--- src/rtl/systolic_result_collector.sv ---
// Deskews the systolic array's y_stream, packs each result row into one word and
// buffers it in a first-word fall-through FIFO. Define SYSTOLIC_COLLECTOR_RELU_EN to clamp negative lanes to 0.
module systolic_result_collector #(
  parameter int data_size  = 4,
  parameter int size       = 3,
  parameter int latency    = 2,
  parameter int fifo_depth = 4
) (
  input  logic                      clk,
  input  logic                      rst_n,
  input  logic                      start,
  input  logic [data_size*size-1:0] y_stream,
  output logic [data_size*size-1:0] row_data,
  output logic                      row_valid,
  input  logic                      row_ready,
  output logic                      row_last,
  output logic                      busy,
  output logic                      done,
  output logic                      overflow
);

  localparam int W         = data_size * size;
  localparam int PW        = $clog2(fifo_depth);
  localparam int CW        = $clog2(latency + size) + 1;
  localparam int WAIT_LAST = latency + size - 2;

  localparam logic [1:0] IDLE    = 2'd0;
  localparam logic [1:0] WAIT    = 2'd1;
  localparam logic [1:0] CAPTURE = 2'd2;

  logic [1:0]    state;
  logic [CW-1:0] cnt;
  logic [W-1:0]  aligned_row;

  // Lane j: one sampling register plus size-1-j delay stages, so every lane of a row
  // reaches the chain end on the edge before its FIFO write.
  for (genvar j = 0; j < size; j++) begin : g_lane
    logic [data_size-1:0] pipe [size-j];

    always_ff @(posedge clk) begin
      if (!rst_n) begin
        for (int k = 0; k < size - j; k++) pipe[k] <= '0;
      end else begin
        pipe[0] <= y_stream[(size-j)*data_size-1 -: data_size];
        for (int k = 1; k < size - j; k++) pipe[k] <= pipe[k-1];
      end
    end

`ifdef SYSTOLIC_COLLECTOR_RELU_EN
    assign aligned_row[(size-j)*data_size-1 -: data_size] =
      pipe[size-1-j][data_size-1] ? '0 : pipe[size-1-j];
`else
    assign aligned_row[(size-j)*data_size-1 -: data_size] = pipe[size-1-j];
`endif
  end

  always_ff @(posedge clk) begin
    if (!rst_n) begin
      state <= IDLE;
      cnt   <= '0;
      done  <= 1'b0;
    end else begin
      done <= 1'b0;
      case (state)
        IDLE: begin
          if (start) begin
            state <= WAIT;
            cnt   <= '0;
          end
        end
        WAIT: begin
          if (cnt == CW'(WAIT_LAST)) begin
            state <= CAPTURE;
            cnt   <= '0;
          end else begin
            cnt <= cnt + CW'(1);
          end
        end
        CAPTURE: begin
          if (cnt == CW'(size - 1)) begin
            state <= IDLE;
            cnt   <= '0;
            done  <= 1'b1;
          end else begin
            cnt <= cnt + CW'(1);
          end
        end
        default: begin
          state <= IDLE;
          cnt   <= '0;
        end
      endcase
    end
  end

  assign busy = (state != IDLE);

  logic [W:0]    mem [fifo_depth];
  logic [PW-1:0] wr_ptr;
  logic [PW-1:0] rd_ptr;
  logic [PW:0]   count;
  logic          wr_req;
  logic          wr_last;
  logic          wr_en;
  logic          rd_en;
  logic [W:0]    head;

  assign wr_req  = (state == CAPTURE);
  assign wr_last = (cnt == CW'(size - 1));
  assign rd_en   = row_valid && row_ready;
  // A read in the same cycle frees a slot, so a write into a full FIFO still lands.
  assign wr_en   = wr_req && ((count != (PW+1)'(fifo_depth)) || rd_en);

  always_ff @(posedge clk) begin
    if (wr_en) mem[wr_ptr] <= {wr_last, aligned_row};
  end

  always_ff @(posedge clk) begin
    if (!rst_n) begin
      wr_ptr   <= '0;
      rd_ptr   <= '0;
      count    <= '0;
      overflow <= 1'b0;
    end else begin
      if (wr_en) wr_ptr <= wr_ptr + PW'(1);
      if (rd_en) rd_ptr <= rd_ptr + PW'(1);
      case ({wr_en, rd_en})
        2'b10:   count <= count + (PW+1)'(1);
        2'b01:   count <= count - (PW+1)'(1);
        default: count <= count;
      endcase
      if (wr_req && !wr_en) overflow <= 1'b1;
    end
  end

  assign head      = mem[rd_ptr];
  assign row_valid = (count != '0);
  assign row_data  = row_valid ? head[W-1:0] : '0;
  assign row_last  = row_valid ? head[W] : 1'b0;

endmodule

--- config.mk ---
export PLATFORM = sky130hd
export DESIGN_NAME = systolic_result_collector
export DESIGN_NICKNAME = d
export VERILOG_FILES = /design/src/rtl/systolic_result_collector.sv
export SDC_FILE = /design/constraint.sdc
export NUM_CORES = 1
export LEC_CHECK = 0
export CORE_MARGIN = 5
export CORE_UTILIZATION = 49
export CTS_BUF_LIST = sky130_fd_sc_hd__clkbuf_8
export DETAILED_ROUTE_END_ITERATION = 6
export PLACE_DENSITY = 0.75
export SKIP_CTS_REPAIR_TIMING = 1
export SYNTH_ARGS = -nofsm -noshare
export SYNTH_HDL_FRONTEND = slang
export SYNTH_SLANG_ARGS = --single-unit
export TNS_END_PERCENT = 10
--- constraint.sdc ---
create_clock -name clk -period 3.05 [get_ports clk]
set_clock_uncertainty 0.15 [all_clocks]
set_input_delay 0.915 -clock clk [delete_from_list [all_inputs] [get_ports clk]]
set_output_delay 0.915 -clock clk [all_outputs]
set_load 0.01 [all_outputs]
# Word-level counts from Yosys, hierarchy flattened
# Memories as Yosys holds them, arrays and structs flattened. A register that Yosys moved wholly into a read port is not among the register bits.
# Index checks and enable logic that the tools add are counted.
# Widths: inputs -> output; s select.
[totals] elab_cells=68 ram_bits=76 in_bits=16 n_memories=4 reg_bits=15
[op_classes] n_addsub=5 reduce_logical=12 eq_ne=10 bitwise_logic=5 mux=25
[memory_table] name="mem" depth=4 width=13 read_ports=1 rd_ports_with_merged_regs=1 write_ports=1 line="98" rtl="logic [W:0] mem [fifo_depth];"
[memory_table] name="g_lane[0].pipe" depth=3 width=4 read_ports=3 rd_ports_with_merged_regs=0 write_ports=3 line="38" rtl="logic [data_size-1:0] pipe [size-j];"
[memory_table] name="g_lane[1].pipe" depth=2 width=4 read_ports=2 rd_ports_with_merged_regs=0 write_ports=2 line="38"
[memory_table] name="g_lane[2].pipe" depth=1 width=4 read_ports=1 rd_ports_with_merged_regs=0 write_ports=1 line="38"
[op_table] operator="$mux 4" n=9
[op_table] operator="$mux 12" n=1
[op_table] operator="$pmux 4 s3" n=1
[op_table] operator="$mux 2" n=5
[op_table] operator="$eq 4x2->1 const B" n=2
[op_table] operator="$mux 1" n=7
[op_table] operator="$pmux 2 s3" n=1
[op_table] operator="$pmux 3 s2" n=1
[op_table] operator="$or 1x1->1" n=5
[op_table] operator="$add 2x1->2 const B" n=2
[op_table] operator="$add 4x1->4 const B" n=1
[op_table] operator="$eq 2x1->1 const B" n=2
[op_table] operator="$eq 2x2->1 const B" n=2
[op_table] operator="$ne 2x2->1 const B" n=2
[op_table] operator="$reduce_bool 2->1" n=2
[op_table] operator="$reduce_or 4->1" n=1
[op_table] operator="$add 3x1->3 const B" n=1
[op_table] operator="$logic_and 1x1->1" n=3
[op_table] operator="$ne 3x3->1 const B" n=1
[op_table] operator="$reduce_and 3->1" n=1
[op_table] operator="$reduce_bool 3->1" n=1
[op_table] operator="$sub 3x1->3 const B" n=1
[op_table] operator="$logic_not 2->1" n=1
[op_table] operator="$ne 2x1->1 const B" n=1
[op_table] operator="other kinds (3)" n=3

# Logic depth before layout (Yosys ltp)
# Gate-level depths: netlist (run 1).
[logic_depth] word_depth=6 mapped_depth=9

# Worst setup path after synthesis (run 1)
# Ideal clock, no wire load.
[synth_path] path_kind="in2reg" start="input row_ready" end="register count[2]" arrival_ps=2359 setup_ps=119 slack_ps=422 path_buffers=1 path_stages=7 path_cell_list="buf_6 > nand2_2 > or2_2 > fa_1 > or3b_1 > a31oi_1 > a21oi_1"
[synth_between] elab_chain_cells=5
[synth_lines] element="start: declaration" line="15" rtl="input logic row_ready,"
[synth_lines] element="$logic_and 1x1->1 (*)" line="110" rtl="assign rd_en = row_valid && row_ready;"
[synth_lines] element="$logic_or 1x1->1" line="112" rtl="assign wr_en = wr_req && ((count != (PW+1)'(fifo_depth)) || rd_en);"
[synth_lines] element="$logic_and 1x1->1" line="112"
[synth_lines] element="$eq 2x1->1 / $eq 2x2->1 (equally long branches)" line="127" rtl="case ({wr_en, rd_en})"
[synth_lines] element="$pmux 3 s2 / $reduce_bool 2->1 (equally long branches)"
[synth_lines] element="end signal: assignment" line="128" rtl="2'b10: count <= count + (PW+1)'(1);"
[synth_lines] element="end signal: assignment" line="129" rtl="2'b01: count <= count - (PW+1)'(1);"
[synth_lines] element="end signal: assignment" line="130" rtl="default: count <= count;"
[synth_lines] element="end: declaration" line="101" rtl="logic [PW:0] count;"
# Every way passes the cells marked *; elsewhere a longest branch is shown, timed or not.
# A chain may end at the register's enable or synchronous reset.

==> load_flow_metrics.sql, run 1 <==
INSERT INTO impl_metrics (metric_group, metric, value, unit) VALUES
('outcome', 'run_status', 'complete, no violations', ''),
('yosys', 'async_flop_share', '0', '%'),
('timing', 'grt_setup_unrepaired', 'no', ''),
('route', 'via_per_inst', '4.94', ''),
('power', 'share_comb_of_total_power', '16.7', '%'),
('finish', 'final_layout_size_suffix_gt1_share', '16.1', '%'),
('critical_path', 'worstSetupStartpointType', 'flip-flop', ''),
('floorplanning', 'die-area', '9250', 'µm²'),
('grt', 'grt_pass1_wl', '9000', 'µm'),
('yosys', 'synthesis.area', '3640', 'µm²'),
('floorplanning', 'chipHeight', '96.2', 'µm'),
('timing', 'worst_hold_slack', '0.284', 'ns'),
('critical_path', 'critical_path_peak_fanout', '7', ''),
('critical_path', 'worst_r2r_path_depth', '7', ''),
('placed_design', 'port-buffer-count', '32', ''),
('yosys', 'postSynth.topFlopCell', 'edfxtp_1', ''),
('power', 'power.clock.fraction', '29.3', '%'),
('timing', 'finalCriticalPeriod', '2.78', 'ns'),
('floorplanning', 'core-area', '7250', 'µm²'),
('grt', 'vias_in_the_first_global_route', '1920', ''),
('power', 'max-vdd-ir-drop', '0.000256', 'V'),
('min_path', 'worst_hold_startpoint', 'g_lane[0].pipe[0][2]$_SDFF_PN0_', ''),
('timing', 'max_clock_freq', '360', 'MHz'),
('yosys', 'synth_cells', '247', ''),
('timing', 'drv_slew', '0', ''),
('critical_path', 'critical_path.reg2reg.startpoint', 'count[2]$_SDFFE_PN0P_', ''),
('min_path', 'worst_hold_path.num_cells', '1', ''),
('critical_path', 'cp_data_required_time', '1.98', 'ns'),
('grt', 'grt_remaining_overflow', '0', ''),
('finish', 'syn2layout_area_growth', '21.7', '%'),
('yosys', 'yosys.area.top_type_share', '42.9', '%'),
('clock_network', 'cts_tree', 'done', ''),
('yosys', 'postSynthAreaPerCell', '14.7', 'µm²'),
('route', 'vias', '1967', ''),
('critical_path', 'regToRegSetupSlack', '0.68', 'ns'),
('yosys', 'postSynthRegisterBits', '93', ''),
('yosys', 'synth_top_area_cell', 'edfxtp_1', ''),
('timing', 'timing_worst_slew_pin_value', '0.541', 'ns'),
('clock_network', 'cts.root.buffer_cell', 'clkbuf_8', ''),
('floorplanning', 'placement_rows', '31', ''),
('min_path', 'min-delay-path-class', 'reg2reg', ''),
('critical_path', 'cp.arrival', '1.72', 'ns'),
('floorplanning', 'die_wd', '96.2', 'µm'),
('floorplanning', 'start_util', '50.1', '%'),
('route', 'route.detailed.drc', '0', ''),
('critical_path', 'timing.critical_path.to_type', 'output port', ''),
('critical_path', 'end_of_the_worst_register_to_register_path', 'count[2]$_SDFFE_PN0P_', ''),
('clock_network', 'number_of_buffers_created_by_cts', '9', ''),
('clock_network', 'htreeDepth', '3', ''),
('clock_network', 'clock_tree.buffer_depth', '2', ''),
('route', 'drt-wirelength-per-cell', '14.5', 'µm'),
('route', 'first_iter_violations', '53', ''),
('yosys', 'yosys_warnings', '0', ''),
('min_path', 'timing.hold.worst_endpoint', 'g_lane[0].pipe[0][6]$_SDFF_PN0_', ''),
('grt', 'grt_max_degree', '27', ''),
('power', 'power_leakage', '1.79', 'nW'),
('flow_run', 'drv_cap', '0', ''),
('timing', 'final-setup-viol-count', '0', ''),
('yosys', 'netlist_top_cells_area', 'edfxtp_1 (43%), dfxtp_1 (23%), mux4_2 (7.4%), and2_1 (7.1%), ha_1 (3.8%)', ''),
('power', 'internal-power', '1.99', 'mW'),
('clock_network', 'clock_edge_transition_at_the_registers_on_the_reported_setup_and_hold_paths', '0.09', 'ns'),
('power', 'power_switching_share', '24.5', '%'),
('route', 'drt_wl_total', '5770', 'µm'),
('finish', 'n_antenna_cell', '0', ''),
('placed_design', 'gp_congestion', '0.784', ''),
('power', 'power.share.sequential', '54.0', '%'),
('yosys', 'mappedNetlistNets', '275', ''),
('power', 'power-per-cell-area', '594', 'nW/µm²'),
('clock_network', 'count_of_clock_tree_sinks', '93', ''),
('placed_design', 'dp_hpwl', '3750', 'µm'),
('clock_network', 'worst_skew_pair.late_latency', '0.34', 'ns');
[cell type report]
type,count,area (µm²)
well taps,99,124
repair buffers,45,531
multi-input cells,134,1160
inverters,11,41.3
flip-flops and latches,93,2390
clock inverters,7,65.1
clock buffers,9,124
fillers,554,2830
[power by group through the flow]
| stage | combinational, mW | clock, mW | sequential (mW) |
|---|---|---|---|
| floorplan | 0.291 | 0 | 1.44 |
| global placement | 0.431 | 0 | 1.44 |
| detailed placement | 0.440 | 0 | 1.45 |
| CTS | 0.444 | 0.797 | 1.42 |
| global route | 0.487 | 0.845 | 1.43 |
| finish | 0.439 | 0.772 | 1.42 |
[cell usage in the layout (no fill, tap or decap), types with 2 or more instances in the layout]
master           instances
inv_1                   12
o22ai_1                  2
ha_1                    11
mux4_2                  12
edfxtp_1                52
dfxtp_1                 40
clkbuf_8                 9
clkinv_1                 2
buf_12                   5
dlymetal6s2s_1          13
nand2_1                  4
nand3_1                  4
a21oi_1                  4
nor2_1                  12
nor2b_1                  3
clkdlybuf4s50_1         19
buf_4                    7
nand4_1                  4
and2_1                  41
mux2i_1                  3
nor3b_1                  2
a31oi_1                  3
o21ai_0                  2
xor2_1                   3
nand2b_1                 3
[per-stage QoR]
stage | std cells | instance area (µm²) | power, mW | worst slack [ns] | TNS [ns]
2_1_floorplan | 247 | 3640 | 1.73 | 0.422 | 0
3_3_place_gp | 381 | 4170 | 1.87 | -0.0259 | -0.0259
3_5_place_dp | 381 | 4170 | 1.89 | -0.0522 | -0.0522
4_1_cts | 397 | 4360 | 2.66 | -0.117 | -1.02
6_report | 398 | 4430 | 2.63 | 0.268 | 0
5_1_grt | 398 | 4430 | 2.76 | 0.191 | 0
[logic make-up after synthesis]
group,synth area share (%)
DFF,65.5
and+or+nand+nor,13.4
buffers and inverters,2.86
AOI/OAI and AO/OA,3.54
muxes,8.98
adders and majority gates,4.33
xor gates and xnor gates,1.41
[sequential cells by signal (all words and copies together), names as in the netlist, named ones only]
register     flops
wr_ptr           2
g_lane.pipe     24
mem             52
overflow         1
done             1
rd_ptr           2
count            3
cnt              4
state            2
[per-layer routing]
metal	vias up	global-route usage (%)	routed length, µm
met5	-	0	0
met4	0	6.40	28
met3	2	2.97	267
met2	42	22.1	2910
met1	946	16.4	2560
li1	977	-	-
[worst max-delay path: stages, from the launching register on]
cell and delay, ns:
dfxtp_4 0.38, buf_12 0.14, mux4_1 0.53, and2_1 0.16, dlymetal6s2s_1 0.17
[cell usage after synthesis, types with 2 or more instances]
cell type  count
mux4_2        12
nand2b_1       3
clkbuf_1       3
a21oi_1        4
buf_6          3
nor2b_1        3
and2_1        41
xor2_1         3
mux2i_1        3
edfxtp_1      52
buf_2          2
nand3_1        4
o22ai_1        2
o21ai_0        2
a31oi_1        3
nand4_1        4
nor2_1        12
inv_1         11
ha_1          11
nand2_1        4
nor3b_1        2
dfxtp_1       41
[how the worst max path moves through the flow]
| stage | end | depth (start not counted) |
|---|---|---|
| global route | row_data[11] | 4 |
| floorplan | count[2]$_SDFFE_PN0P_ | 7 |
| finish | row_data[11] | 4 |
| CTS | row_data[11] | 4 |
| detailed placement | count[2]$_SDFFE_PN0P_ | 7 |
| global placement | count[2]$_SDFFE_PN0P_ | 7 |
Note: power is estimated with default switching activity, not from simulation.
==> run 2: changes to the inputs <==
--- a/config.mk
+++ b/config.mk
@@ -10,6 +10,7 @@
 export CTS_BUF_LIST = sky130_fd_sc_hd__clkbuf_8
 export DETAILED_ROUTE_END_ITERATION = 6
 export PLACE_DENSITY = 0.75
+export REMOVE_ABC_BUFFERS = 1
 export SKIP_CTS_REPAIR_TIMING = 1
 export SYNTH_ARGS = -nofsm -noshare
 export SYNTH_HDL_FRONTEND = slang
==> load_flow_metrics.sql, run 2 (synthesis gave the netlist of run 1 again) <==
INSERT INTO impl_metrics (metric_group, metric, value, unit) VALUES
('floorplanning', 'core-area', '7250', 'µm²'),
('clock_network', 'count_of_clock_tree_sinks', '93', ''),
('critical_path', 'critical_path_peak_fanout', '8', ''),
('timing', 'max_clock_freq', '326', 'MHz'),
('power', 'power-per-cell-area', '583', 'nW/µm²'),
('critical_path', 'timing.critical_path.to_type', 'output port', ''),
('timing', 'drv_slew', '0', ''),
('placed_design', 'post_placement_setup_slack', '-0.0872', 'ns'),
('outcome', 'violations', 'setup timing', ''),
('finish', 'fillerInstances', '573', ''),
('outcome', 'run_status', 'finished with violations', ''),
('critical_path', 'end_of_the_worst_register_to_register_path', 'count[2]$_SDFFE_PN0P_', ''),
('timing', 'final.period_utilization', '101', '%'),
('floorplanning', 'total_i_o_pin_count', '33', ''),
('grt', 'grt_max_degree', '27', ''),
('timing', 'final-setup-viol-count', '1', ''),
('timing', 'grt_setup_unrepaired', 'yes', ''),
('route', 'drt-wirelength-per-cell', '14.5', 'µm'),
('clock_network', 'worst_skew_pair.late_latency', '0.34', 'ns'),
('finish', 'syn2layout_area_growth', '21.1', '%'),
('grt', 'vias_in_the_first_global_route', '2063', ''),
('min_path', 'worst_hold_startpoint', 'g_lane[0].pipe[0][5]$_SDFF_PN0_', ''),
('critical_path', 'worst_r2r_path_depth', '7', ''),
('finish', 'final_layout_size_suffix_gt1_share', '16.7', '%'),
('placed_design', 'dp_hpwl', '4010', 'µm'),
('route', 'via_per_inst', '5.00', ''),
('critical_path', 'cp.arrival', '2.01', 'ns'),
('floorplanning', 'start_util', '50.1', '%'),
('clock_network', 'cts_tree', 'done', ''),
('critical_path', 'regToRegSetupSlack', '0.67', 'ns'),
('critical_path', 'category_of_the_critical_setup_timing_path', 'reg2out', ''),
('power', 'max-vdd-ir-drop', '0.000267', 'V'),
('route', 'drtAntennaViolNets', '0', ''),
('finish', 'count_of_nets_after_finishing', '323', ''),
('finish', 'number_of_flip_flops_in_the_largest_register', '52', ''),
('timing', 'slew_headroom', '62.6', '%'),
('timing', 'final_hold_viol_count', '0', ''),
('route', 'route.detailed.drc', '0', ''),
('route', 'drt_wl_total', '5790', 'µm'),
('floorplanning', 'placement_rows', '31', ''),
('grt', 'grt_pass1_wl', '9630', 'µm'),
('finish', 'largest-register', 'mem', ''),
('timing', 'worst_hold_slack', '0.284', 'ns'),
('min_path', 'timing.hold.worst_endpoint', 'g_lane[0].pipe[0][9]$_SDFF_PN0_', ''),
('floorplanning', 'die_wd', '96.2', 'µm'),
('finish', 'n_antenna_cell', '0', ''),
('timing', 'finalCriticalPeriod', '3.07', 'ns'),
('flow_run', 'drv_cap', '0', ''),
('placed_design', 'gp_congestion', '0.790', ''),
('clock_network', 'number_of_buffers_created_by_cts', '9', ''),
('clock_network', 'clock_tree.buffer_depth', '2', ''),
('floorplanning', 'die-area', '9250', 'µm²'),
('route', 'number_of_search_and_repair_iterations_in_the_first_detailed_routing_pass', '4', ''),
('floorplanning', 'chipHeight', '96.2', 'µm'),
('finish', 'mostFrequentLayoutCell', 'edfxtp_1', ''),
('route', 'vias', '1995', ''),
('power', 'total_power', '2.57', 'mW'),
('route', 'first_iter_violations', '43', ''),
('power', 'power_leakage', '1.77', 'nW'),
('min_path', 'min-delay-path-class', 'reg2reg', ''),
('grt', 'grt_antenna_before_repair', '0', ''),
('clock_network', 'clock_edge_transition_at_the_registers_on_the_reported_setup_and_hold_paths', '0.09', 'ns'),
('critical_path', 'worstSetupStartpointType', 'flip-flop', ''),
('timing', 'timing_worst_slew_pin_value', '0.559', 'ns'),
('finish', 'fin_util', '60.7', '%'),
('critical_path', 'cp_data_required_time', '1.98', 'ns'),
('min_path', 'worst_hold_path.num_cells', '1', ''),
('placed_design', 'port-buffer-count', '32', ''),
('critical_path', 'critical_path.reg2reg.startpoint', 'count[2]$_SDFFE_PN0P_', ''),
('timing', 'finalWorstSetupSlack', '-0.0219', 'ns'),
('finish', 'largestRegisters', 'mem: 52 flops, g_lane.pipe: 24 flops, cnt: 4 flops', ''),
('grt', 'track_usage', '14.2', '%'),
('clock_network', 'cts.root.buffer_cell', 'clkbuf_8', ''),
('clock_network', 'htreeDepth', '3', ''),
('finish', 'mostFrequentLayoutCells', 'edfxtp_1 (52), and2_1 (41), dfxtp_1 (40)', ''),
('grt', 'grt_remaining_overflow', '0', ''),
('timing', 'fin_tns_setup', '-0.0219', 'ns');
==> run 2: changes by cell type in the layout (fill, tap and decap cells not counted) <==
cell	before	now
buf_6	0	1
inv_6	1	0
clkinvlp_4	0	1
dfxtp_2	0	1
clkdlybuf4s50_1	19	20
buf_4	7	8
dfxtp_4	1	0
dlymetal6s2s_1	13	12
clkinv_4	1	2
bufinv_16	1	0
clkbuf_16	1	0
clkbuf_8	9	10
clkinv_1	2	1
==> run 2: metrics by stage <==
step / area, µm² / std cells
after floorplan: 3570 / 238
after global placement: 4190 / 383
after detailed placement: 4190 / 383
after CTS: 4360 / 399
after global routing: 4400 / 399
final: 4400 / 399
==> run 2: worst max path at each step <==
stage          cells after the start                    end  slack (ns)
2_1_floorplan                      2           row_data[11]        0.44
3_3_place_gp                       7  count[2]$_SDFFE_PN0P_       -0.03
3_5_place_dp                       7  count[2]$_SDFFE_PN0P_       -0.09
4_1_cts                            4           row_data[11]       -0.11
5_1_grt                            4            row_data[4]       -0.11
6_report                           4            row_data[4]       -0.02
==> run 2: worst max-delay path, stage by stage, from the launching register on <==
cell             delay (ns)
dfxtp_2                0.37
buf_12                 0.14
mux4_2                 0.49
and2_1                 0.18
clkdlybuf4s50_1        0.48
==> run 2: layer usage <==
metal  track usage [%]  share of wire [%]  vias to the layer above
li1                  -                  -                      978
met1              16.8                 43                      969
met3              3.36                3.5                        6
met2              24.0                 52                       42
met5                 0                  0                        -
met4              6.99                1.5                        0
==> run 2: area by class of cell <==
class,count,area [µm²],share of cell area [%]
Timing Repair Buffer,46,522,11.8
Clock inverter,6,38.8,0.881
Sequential cell,93,2380,54.1
Tap cell,99,124,2.81
Clock buffer,10,138,3.13
Inverter,11,41.3,0.938
Multi-Input combinational cell,134,1160,26.3
==> run 2: power by group <==
group	switching [mW]	total (mW)	internal, mW
Sequential	0.0317	1.42	1.39
Clock	0.398	0.714	0.316
Combinational	0.214	0.434	0.220
Total	0.644	2.57	1.92
==> run 3: changes to the inputs <==
==> constraint.sdc (replaced) <==
create_clock -name clk -period 3.05 [get_ports clk]
set_clock_uncertainty 0.15 [all_clocks]
set_input_delay 0.915 -clock clk [delete_from_list [all_inputs] [get_ports clk]]
set_output_delay 0.915 -clock clk [all_outputs]
set_load 0.005 [all_outputs]
==> load_flow_metrics.sql, run 3 (synthesis gave the netlist of run 1 again) <==
INSERT INTO impl_metrics (metric_group, metric, value, unit) VALUES
('route', 'number_of_search_and_repair_iterations_in_the_first_detailed_routing_pass', '4', ''),
('critical_path', 'timing.critical_path.to_type', 'output port', ''),
('finish', 'final_layout_size_suffix_gt1_share', '17.3', '%'),
('clock_network', 'htreeDepth', '3', ''),
('timing', 'timing_worst_slew_pin_value', '0.615', 'ns'),
('route', 'first_iter_violations', '77', ''),
('critical_path', 'critical_path_peak_fanout', '8', ''),
('power', 'max-vdd-ir-drop', '0.000244', 'V'),
('finish', 'fin_util', '60.7', '%'),
('grt', 'vias_in_the_first_global_route', '1994', ''),
('clock_network', 'worst_skew_pair.late_latency', '0.35', 'ns'),
('timing', 'grt_setup_unrepaired', 'no', ''),
('finish', 'count_of_nets_after_finishing', '323', ''),
('finish', 'largest-register', 'mem', ''),
('floorplanning', 'core-area', '7250', 'µm²'),
('route', 'route.detailed.drc', '0', ''),
('critical_path', 'delay_of_the_slowest_cell_on_the_worst_path', '0.49', 'ns'),
('grt', 'grt_remaining_overflow', '0', ''),
('floorplanning', 'die_wd', '96.2', 'µm'),
('power', 'power-per-cell-area', '584', 'nW/µm²'),
('critical_path', 'worstSetupStartpointType', 'flip-flop', ''),
('finish', 'fillerInstances', '586', ''),
('finish', 'largestRegisters', 'mem: 52 flops, g_lane.pipe: 24 flops, cnt: 4 flops', ''),
('timing', 'final_hold_viol_count', '0', ''),
('critical_path', 'critical_path.cell_chain', 'buf_12 -> mux4_2 -> and2_1 -> dlymetal6s2s_1', ''),
('timing', 'worst_hold_slack', '0.286', 'ns'),
('placed_design', 'port-buffer-count', '32', ''),
('finish', 'multi_input_area', '1150', 'µm²'),
('finish', 'number_of_flip_flops_in_the_largest_register', '52', ''),
('floorplanning', 'total_i_o_pin_count', '33', ''),
('timing', 'final-setup-viol-count', '0', ''),
('min_path', 'min-delay-path-class', 'reg2reg', ''),
('route', 'drt_wl_total', '5850', 'µm'),
('route', 'drt-wirelength-per-cell', '14.7', 'µm'),
('timing', 'finalCriticalPeriod', '2.76', 'ns'),
('route', 'drtAntennaViolNets', '0', ''),
('clock_network', 'clock_edge_transition_at_the_registers_on_the_reported_setup_and_hold_paths', '0.09', 'ns'),
('power', 'power_leakage', '1.79', 'nW'),
('critical_path', 'cp.arrival', '1.69', 'ns'),
('critical_path', 'cp_data_required_time', '1.98', 'ns'),
('grt', 'grt_antenna_before_repair', '0', ''),
('finish', 'syn2layout_area_growth', '21.0', '%'),
('clock_network', 'count_of_clock_tree_sinks', '93', ''),
('floorplanning', 'chipHeight', '96.2', 'µm'),
('timing', 'max_clock_freq', '363', 'MHz'),
('grt', 'grt_pass1_wl', '9690', 'µm'),
('clock_network', 'number_of_buffers_created_by_cts', '9', ''),
('floorplanning', 'start_util', '50.1', '%'),
('clock_network', 'cts_tree', 'done', ''),
('clock_network', 'clock_tree.buffer_depth', '2', ''),
('flow_run', 'drv_cap', '0', ''),
('critical_path', 'cell_with_the_biggest_individual_delay_on_the_critical_path', 'mux4_2', ''),
('critical_path', 'category_of_the_critical_setup_timing_path', 'reg2out', ''),
('finish', 'mostFrequentLayoutCells', 'edfxtp_1 (52), and2_1 (41), dfxtp_1 (40)', ''),
('finish', 'mostFrequentLayoutCell', 'edfxtp_1', ''),
('outcome', 'run_status', 'complete, no violations', ''),
('timing', 'drv_slew', '0', ''),
('floorplanning', 'placement_rows', '31', ''),
('finish', 'seq_area', '2380', 'µm²'),
('route', 'vias', '2001', ''),
('floorplanning', 'die-area', '9250', 'µm²'),
('timing', 'slew_headroom', '58.9', '%'),
('grt', 'track_usage', '14.2', '%'),
('grt', 'grt_max_degree', '26', ''),
('clock_network', 'cts.root.buffer_cell', 'clkbuf_8', ''),
('route', 'via_per_inst', '5.02', ''),
('placed_design', 'gp_congestion', '0.801', ''),
('placed_design', 'dp_hpwl', '3980', 'µm'),
('timing', 'final.period_utilization', '90.4', '%'),
('finish', 'n_antenna_cell', '0', '');
==> run 3: cell types whose count changed in the layout (fill, tap and decap cells not counted), sizes merged <==
cell and change:
dlymetal6s2s +1, clkdlybuf4s50 -1, clkinvlp -1, inv +1
==> run 3: final cells by class <==
type	count	area share (%)
clock buffer	10	3.13
clock inverter	6	0.853
inverter	11	0.938
multi-input combinational	134	26.2
sequential	93	54.2
tap	99	2.81
timing repair buffer	46	11.9
==> run 3: per-stage QoR <==
step                total power [mW]  TNS, ns  setup slack (ns)  area [µm²]  std cells
floorplan                       1.70        0             0.459        3570        238
global route                    2.70        0             0.210        4400        399
CTS                             2.60   -0.983            -0.128        4360        399
finish                          2.57        0             0.294        4400        399
global placement                1.87  -0.0283           -0.0283        4190        383
detailed placement              1.88  -0.0509           -0.0509        4190        383
==> run 3: path summary, 6_finish.rpt <==
path                                                       from                               to  slack [ns]  cells past startpoint
worst min-delay path            g_lane[1].pipe[0][3]$_SDFF_PN0_  g_lane[1].pipe[0][7]$_SDFF_PN0_        0.29                      1
worst max register to register            count[2]$_SDFFE_PN0P_            count[2]$_SDFFE_PN0P_        0.64                      7
worst min register to register  g_lane[1].pipe[0][3]$_SDFF_PN0_  g_lane[1].pipe[0][7]$_SDFF_PN0_        0.29                      1
worst max-delay path                                  flip-flop                      row_data[4]        0.29                      4
==> run 3: where the power goes <==
part           total (mW)  switching [mW]  internal [mW]
clock network       0.724           0.406          0.317
registers            1.42          0.0333           1.39
logic               0.425           0.206          0.219
==> run 3: per-layer routing <==
metal  vias up  GRT usage (%)  share of wire (%)
met3        10           3.36                4.2
met5         -              0                  0
met1       965           17.6                 43
li1        976              -                  -
met2        50           23.2                 51
met4         0           7.46                2.3
==> run 3: critical path, delay by kind of cell (launching register included) <==
| kind | cells | cell delay (ns) |
|---|---|---|
| multiplexers | 1 | 0.49 |
| AND/OR/NAND/NOR | 1 | 0.18 |
| buffers and inverters | 2 | 0.30 |
| flip-flops | 1 | 0.37 |
